File: src/rtl/seq_timer_dev.sv
// Sequencer-driven 16-bit countdown timer with 8-bit prescaler.
// Optional sticky expiry flag and CLR opcode (0x7) when SEQ_TIMER_STICKY_EN is defined.
module seq_timer_dev #(
    parameter logic [7:0]  PrescaleReset = 8'h00,
    parameter logic [15:0] CountReset    = 16'h0000
) (
    input  logic        clock,
    input  logic        reset,
    input  logic [11:0] inst,
    input  logic        inst_en,
    output logic        ready,
    output logic [7:0]  count_o
`ifdef SEQ_TIMER_STICKY_EN
    ,
    output logic        expired
`endif
);

    typedef enum logic {StIdle, StRun} state_e;

    localparam logic [3:0] OpLdl  = 4'h1;
    localparam logic [3:0] OpLdh  = 4'h2;
    localparam logic [3:0] OpLdp  = 4'h3;
    localparam logic [3:0] OpRun  = 4'h4;
    localparam logic [3:0] OpStop = 4'h5;
    localparam logic [3:0] OpSel  = 4'h6;

    state_e      r_state;
    logic [15:0] r_reload;
    logic [15:0] r_live;
    logic [7:0]  r_prescale;
    logic [7:0]  r_pact;
    logic [7:0]  r_pcnt;
    logic        r_sel;

    logic [3:0]  w_op;
    logic [7:0]  w_imm;
    logic        w_run;
    logic        w_stop;
    state_e      w_state_nxt;
    logic [15:0] w_live_nxt;
    logic [7:0]  w_pcnt_nxt;
    logic        w_sel_nxt;
    logic        w_expire;

    assign w_op   = inst[11:8];
    assign w_imm  = inst[7:0];
    assign w_run  = inst_en && (w_op == OpRun);
    assign w_stop = inst_en && (w_op == OpStop);
    assign w_sel_nxt = (inst_en && (w_op == OpSel)) ? w_imm[0] : r_sel;

    // RUN and STOP take priority over the countdown step in the same cycle.
    always_comb begin
        w_state_nxt = r_state;
        w_live_nxt  = r_live;
        w_pcnt_nxt  = r_pcnt;
        w_expire    = 1'b0;
        if (w_run) begin
            w_live_nxt  = r_reload;
            w_pcnt_nxt  = r_prescale;
            w_state_nxt = (r_reload == 16'd0) ? StIdle : StRun;
        end else if (w_stop) begin
            w_state_nxt = StIdle;
        end else if (r_state == StRun) begin
            if (r_pcnt == 8'd0) begin
                w_pcnt_nxt = r_pact;
                w_live_nxt = r_live - 16'd1;
                if (r_live == 16'd1) begin
                    w_state_nxt = StIdle;
                    w_expire    = 1'b1;
                end
            end else begin
                w_pcnt_nxt = r_pcnt - 8'd1;
            end
        end
    end

    always_ff @(posedge clock or negedge reset) begin
        if (!reset) begin
            r_state    <= StIdle;
            r_reload   <= CountReset;
            r_prescale <= PrescaleReset;
            r_pact     <= PrescaleReset;
            r_live     <= 16'd0;
            r_pcnt     <= 8'd0;
            r_sel      <= 1'b0;
            ready      <= 1'b1;
            count_o    <= 8'd0;
        end else begin
            if (inst_en && (w_op == OpLdl)) r_reload[7:0]  <= w_imm;
            if (inst_en && (w_op == OpLdh)) r_reload[15:8] <= w_imm;
            if (inst_en && (w_op == OpLdp)) r_prescale     <= w_imm;
            // Prescale in force is latched at RUN so LDP mid-count has no effect.
            if (w_run) r_pact <= r_prescale;
            r_state <= w_state_nxt;
            r_live  <= w_live_nxt;
            r_pcnt  <= w_pcnt_nxt;
            r_sel   <= w_sel_nxt;
            ready   <= (w_state_nxt == StIdle);
            count_o <= w_sel_nxt ? w_live_nxt[15:8] : w_live_nxt[7:0];
        end
    end

`ifdef SEQ_TIMER_STICKY_EN
    logic r_expired;
    logic w_clr;

    assign w_clr   = inst_en && (w_op == 4'h7);
    assign expired = r_expired;

    // Expiry wins over a CLR in the same cycle.
    always_ff @(posedge clock or negedge reset) begin
        if (!reset) begin
            r_expired <= 1'b0;
        end else if (w_expire) begin
            r_expired <= 1'b1;
        end else if (w_clr) begin
            r_expired <= 1'b0;
        end
    end
`endif

endmodule

File: config.mk
export PLATFORM = sky130hd
export DESIGN_NAME = seq_timer_dev
export DESIGN_NICKNAME = d
export VERILOG_FILES = /design/src/rtl/seq_timer_dev.sv
export SDC_FILE = /design/constraint.sdc
export NUM_CORES = 1
export LEC_CHECK = 0
export BUFFER_PORTS_ARGS = -buffer_cell sky130_fd_sc_hd__buf_4
export CELL_PAD_IN_SITES_DETAIL_PLACEMENT = 1
export CELL_PAD_IN_SITES_GLOBAL_PLACEMENT = 2
export CORE_MARGIN = 3
export CORE_UTILIZATION = 40
export DETAILED_ROUTE_END_ITERATION = 12
export MAX_ROUTING_LAYER = met4
export PLACE_DENSITY_LB_ADDON = 0.1
export SYNTH_ARGS = -nofsm -noshare
export SYNTH_HDL_FRONTEND = slang
export SYNTH_SLANG_ARGS = --single-unit
File: constraint.sdc
create_clock -name clock -period 2.4 [get_ports clock]
set_input_delay 0.24 -clock clock [delete_from_list [all_inputs] [get_ports clock]]
set_output_delay 0.24 -clock clock [all_outputs]
set_load 0.02 [all_outputs]
==> results list, run 1 <==
- Run status: completed
- FF+latch count, synth: 67
* Most used flip-flop cell after synthesis: dfrtp_1
- During synthesis, Yosys emitted a total of 0 warnings.
- Nature of the critical path startpoint: register
* Number of port buffers: 23
* Count of endpoints failing hold in the final timing report: 0
- Overflow left after global routing: 0
- The final layout contains 349 nets.
- In the routed design, unresolved DRC markers number 0.
* Proportion of layout cells with a drive suffix above 1: 29.3%
- Maximum fanout along the worst path: 7
- The final route contains 2486 vias.
- Total CTS buffers: 9
- Entering global routing, the biggest net connects 68 pins.
- Average wire length per cell after detail routing: 18.7 um
- Initial antenna violation count: 0
- TritonCTS built the clock tree.
- Final worst path period need: 2250 ps
- The via count of the first global-routing pass is 2437.
- Required @ worst endpoint: 2680 ps
* Setup TNS after final layout: 0 ps
* Reg-to-reg critical path endpoint: count_o[7]$_DFF_PN0_
- The worst hold path belongs to the class in -> async.
* Wire length of the first global-routing pass: 13300 um
* Per-instance average area after synthesis: 11.0 um^2
- Final HPWL DP: 5680 um
* Number of levels in the clock H-tree: 3
- At the worst endpoint, the arrival time is 2530 ps.
- Placement row count: 32
- Counting flops with an async set or reset pin after synthesis yields a share of 100%.
* Synthesized instance count: 295
- Peak supply drop: 0.000404 V
* Clock root buffer: clkbuf_8
* Net count after synthesis: 314
- Final critical-path share of the clock period: 93.6%
* Beginning of the critical path: r_pcnt[0]$_DFFE_PN0P_
* Count of flip-flops with a built-in enable after synthesis: 0
* Synthesized area: 3240 um^2
- For the worst-skew pair, the clock arrives at the later sink with an insertion delay of 340 ps.
* Die outline width: 96.0 um
* Clock Path Buffers: 2
- Utilization after layout: 48.6%
- Hold repair after CTS inserted 0 buffers.
* Crit end category: register
- The count of nets left with antenna violations once routing finished came out at 0.
- Overall die area: 9220 um^2
- In this run the worst setup path terminates at count_o[7]$_DFF_PN0_.
- P_leak: 0.00159 uW
- Initial cell density of the core: 41.5%
- 0 antenna diodes ended up in the layout.
- Reg2Reg Depth: 8
- From bottom edge to top edge, the die measures 96.0 um.
- In this run the post-CTS setup repair buffer count came out at 0.
- Detailed-routing iteration count for the pre-antenna-repair pass: 4
* Worst clock skew: 11.1 ps
* Kind of critical path: reg -> reg
- Final setup vio count: 0
- The total area inside the core boundary comes to 7810 um^2.
- Global Route Usage Sum: 19.8%
- Compared with the post-synthesis result, the final layout area differs by 17.1%.
- Number of DRC markers in iteration 0: 91
* Final Max Slew Viols: 0
* Final Routed Wirelength: 8160 um
- For this design the top-level I/O count stands at 24.
- RSZ-0062 raised after global routing: no
* Clock tree sinks: 67
- Achievable clock frequency: 445 MHz
- The congestion estimate from routability-driven global placement came to 0.798.
- Pin slew with the least headroom to its limit: 859 ps
- Unique masters post-synth: 49
* Worst R2R Setup Slack: 150 ps
- Clock-pin slew was measured on the worst setup and hold paths at 70 ps.
* # Max-Cap Violations: 0
* Top library cells by usage in the layout, fill and taps aside: dfrtp_1 (66), nand2_1 (34), mux2_2 (33), buf_4 (33), nor2_1 (23)
- The worst register-to-register path begins at r_pcnt[0]$_DFFE_PN0P_.
- Tightest slew margin relative to the limit: 42.8%
* Most frequent standard cell in the layout excluding fill and tap cells: dfrtp_1
- After detailed routing, the number of vias per cell comes to 5.69.
- Register area share after synthesis: 51.7%
* Cells resized by post-CTS repair: 0
* Power per standard cell area: 999 nW/um^2
-- state kept, by name, summed over array words and instances (netlist names) --
name / flops
count_o: 8
r_live: 16
r_pact: 8
r_pcnt: 8
r_prescale: 8
r_reload: 16
r_sel: 1
r_state: 1
ready: 1
-- synthesized netlist by cell type (2+ instances only) --
cell,instances,area (um^2)
dfrtp_1,66,1650
nand2_1,34,128
mux2_2,33,372
nor2_1,23,86.3
a31oi_1,14,87.6
o21ai_0,12,60.1
or4_1,12,90.1
o31ai_1,10,75.1
or3_1,8,50.1
clkbuf_1,6,22.5
nand3_1,6,30.0
inv_1,5,18.8
a21oi_1,4,20.0
ha_1,4,50.1
nor4_1,4,25.0
nand4_1,3,18.8
nor3_1,3,15.0
nor3b_1,3,22.5
o21a_1,3,22.5
or2_2,3,18.8
a211oi_1,2,15.0
a2bb2oi_1,2,17.5
and2_1,2,12.5
buf_2,2,10.0
buf_6,2,22.5
nand2b_1,2,12.5
nor4_2,2,25.0
o211ai_1,2,15.0
o221a_2,2,22.5
o22ai_1,2,12.5
-- worst min path at each step --
stage / to / cells past startpoint / start
after detailed placement: r_pact[1]$_DFFE_PN0P_ / 1 / reset
after global placement: r_pact[1]$_DFFE_PN0P_ / 1 / reset
after CTS: r_pact[4]$_DFFE_PN0P_ / 1 / reset
final: r_prescale[1]$_DFFE_PN0P_ / 1 / reset
after floorplan: count_o[0]$_DFF_PN0_ / 0 / reset
after global routing: r_pact[1]$_DFFE_PN0P_ / 1 / reset
-- routing by layer --
layer / GRT usage [%] / wire, um
met5: - / 0
met4: 6.04 / 109
met3: 3.52 / 338
met2: 28.9 / 3670
met1: 28.2 / 4050
-- critical path: stages, from the launching register on --
cell and delay (ps):
dfrtp_1 400, inv_1 100, ha_1 160, nor3b_2 150
buf_4 190, nand4_1 250, or4_1 490, a31oi_1 250
mux2_2 200
-- stage by stage --
step / cells / total power [uW] / worst slack [ps] / area [um^2] / hold slack, ps
global placement: 419 / 2800 / 250 / 3570 / 413
detailed placement: 419 / 2820 / 184 / 3570 / 418
CTS: 435 / 3830 / 137 / 3780 / 38.2
global route: 437 / 4050 / 20.7 / 3800 / 69.8
finish: 437 / 3790 / 153 / 3800 / 5.52
floorplan: 295 / 2420 / 311 / 3240 / -55.6
-- cell families after synthesis --
logic type | Yosys count | synth area share (%)
compound gates | 60 | 12.9
buf+inv | 16 | 2.39
flops | 67 | 51.7
simple gates | 113 | 19.4
mux | 34 | 11.8
xor+xnor | 1 | 0.270
fa+ha+maj | 4 | 1.54
-- power by group --
part	switching, uW	internal, uW
sequential	305	1470
combinational	537	500
clock	446	538
-- layout make-up --
cell class	count	area, um^2
Timing Repair Buffer	34	268
Multi-Input combinational cell	212	1490
Fill cell	882	4010
Clock inverter	5	61.3
Tap cell	102	128
Inverter	6	22.5
Clock buffer	11	151
Sequential cell	67	1680
(Power assumes the default switching activity.)
==> run 2, diff against run 1 <==
Settings changed: CORE_UTILIZATION 40 to 41, CTS_BUF_LIST set to sky130_fd_sc_hd__clkbuf_4 sky130_fd_sc_hd__clkbuf_8.
==> results list, run 2 (synthesized netlist as in run 1, its figures left out) <==
- Source-to-sink clock delay at the later pin of the worst-skew pair: 350 ps
- # Max-Cap Violations: 0
* Kind of critical path: reg -> reg
- The floorplan has 31 rows.
- In this run the worst hold path is classified as in -> async.
- Largest stage delay, worst path: 420 ps
- Design area: 3840 um^2
- Pin slew with the least headroom to its limit: 852 ps
- Antenna viol nets, final: 0
- For the worst setup path, the data required time is 2690 ps.
- Height of the die: 94.9 um
- STA classifies the critical path endpoint as a register.
- Initial antenna violation count: 0
- Once detailed placement completed, the half-perimeter wirelength came to 5650 um.
* Most frequent standard cell in the layout excluding fill and tap cells: dfrtp_1
- Maximum fanout along the worst path: 7
* Clock Path Buffers: 2
- In this run, CTS created clock tree buffers numbering 9.
- The run finished with clean final reports.
* Number of levels in the clock H-tree: 3
- The final critical path takes up 94.4% of the cycle.
- Initial cell density of the core: 43.5%
- Average wire length per cell after detail routing: 19.3 um
- In the final layout, the registers with the most flip-flops are r_live: 16 flops, r_reload: 16 flops.
* Worst clock skew: 6.81 ps
- In this run the tightest slew margin relative to its limit is 43.2%.
- At the end of the flow, the number of nets in the layout was 350.
- After detailed routing, the number of remaining DRC violations is 0.
- TritonCTS built the clock tree.
* Count of endpoints failing hold in the final timing report: 0
- Setup TNS after final layout: 0 ps
- Final setup vio count: 0
- Vias in the first global route: 2608
- Summing all placed instances gives a cell area of 3540 um^2.
- Detailed-routing iteration count for the pre-antenna-repair pass: 4
* Final worst path period need: 2270 ps
- Leaving out fill and tap cells, the most frequent cells in the layout are dfrtp_1 (66), nand2_1 (34), buf_4 (34).
- Wire length of the first global-routing pass: 14000 um
- Cells along the critical path: inv_1 > ha_2 > nor3b_4 > buf_6 > nand4_1 > buf_4 > or3_1 > a31oi_2 > mux2_2
* Mean number of vias per cell: 5.70
- Vias: 2481
* Peak supply drop: 0.000441 V
- Clock tree synthesis found a total of 67 sinks.
- At the worst endpoint, the arrival time is 2560 ps.
- Number of DRC markers in iteration 0: 63
* Die outline width: 94.9 um
* Proportion of layout cells with a drive suffix above 1: 30.7%
- Entering global routing, the biggest net connects 68 pins.
- The number of max-slew violations in the final report is 0.
- After clock tree synthesis, the clock-pin slew on the worst setup and hold paths is 70 ps.
* Number of port buffers: 23
- Global Route Usage Sum: 21.2%
- Power spread over the standard cell area amounts to 1030 nW/um^2.
- Nature of the critical path startpoint: register
- For this design, the slowest cell found on the critical path is dfrtp_1.
- Overflow left after global routing: 0
* Final Routed Wirelength: 8380 um
* Utilization after layout: 51.6%
- RSZ-0062 raised after global routing: no
- Relative to the synthesized area, the layout overhead comes to 18.5%.
* Number of primary I/O pins: 24
* Antenna cells: 0
* Achievable clock frequency: 441 MHz
- P_leak: 0.00161 uW
- Pre-CTS setup slack: 112 ps
- Overall die area: 9010 um^2
- Core Area: 7450 um^2
- Routability-driven placement congestion ratio: 0.788
- The tree is rooted in a clkbuf_8.
- Across all setup checks in the final design, the least slack found is 134 ps.
* CTS Hold Bufs: 0
[run 2: cell types whose count changed in the layout (fill, tap and decap cells not counted), sizes merged]
| cell | before | now |
|---|---|---|
| bufinv | 1 | 2 |
| inv | 6 | 7 |
| clkinvlp | 3 | 2 |
| buf | 34 | 35 |
| clkinv | 1 | 0 |
[run 2: metrics by stage]
stage | hold slack, ps | total power, uW | std cells
after floorplan | -55.6 | 2420 | 295
after global placement | 409 | 2800 | 415
after detailed placement | 417 | 2830 | 415
after CTS | 30.9 | 3980 | 431
after global routing | 65.8 | 4250 | 435
final | 2.08 | 3970 | 435
[run 2: power by group]
part / internal (uW) / switching (uW) / leakage [uW]
logic: 531 / 557 / 0.000693
registers: 1470 / 312 / 0.000804
clock network: 645 / 460 / 0.000112
total: 2640 / 1330 / 0.00161
[run 2: cell type report]
class / instances / area, um^2
sequential: 67 / 1680
inverter: 6 / 22.5
clock buffer: 11 / 151
timing repair buffer: 35 / 267
multi-input combinational: 212 / 1520
clock inverter: 5 / 83.8
fill: 852 / 3600
tap: 99 / 124
[run 2: path summary, 6_finish.rpt]
kind	startpoint	endpoint	slack, ps	cells after the start
max	r_pcnt[1]$_DFFE_PN0P_	count_o[3]$_DFF_PN0_	130	9
min	reset	r_pcnt[1]$_DFFE_PN0P_	2	1
max reg2reg	r_pcnt[1]$_DFFE_PN0P_	count_o[3]$_DFF_PN0_	130	9
min reg2reg	r_pact[3]$_DFFE_PN0P_	r_pact[3]$_DFFE_PN0P_	480	2
max in group asynchronous	reset	r_live[15]$_DFF_PN0_	1850	1
min in group clock	inst[3]	r_prescale[3]$_DFFE_PN0P_	140	2
[run 2: what timing repair did]
item | 4_1_cts | 5_1_grt
setup endpoints to repair | 0 | 5
endpoints found under the hold margin | 0 | 0
buffers inserted | 0 | 4
gates resized for setup | 0 | 7
[run 2: critical path, delay by kind of cell (launching register included)]
kind / cells / cell delay, ps
compound gates: 1 / 210
fa+ha+maj: 1 / 180
buf+inv: 3 / 510
flops: 1 / 420
mux: 1 / 170
simple gates: 3 / 740
[run 2: metal layers]
| layer | part of all wire (%) | GRT usage (%) |
|---|---|---|
| met3 | 3.2 | 4.22 |
| met1 | 49 | 28.1 |
| met2 | 46 | 32.7 |
| met4 | 1.5 | 6.85 |
| met5 | 0 | - |
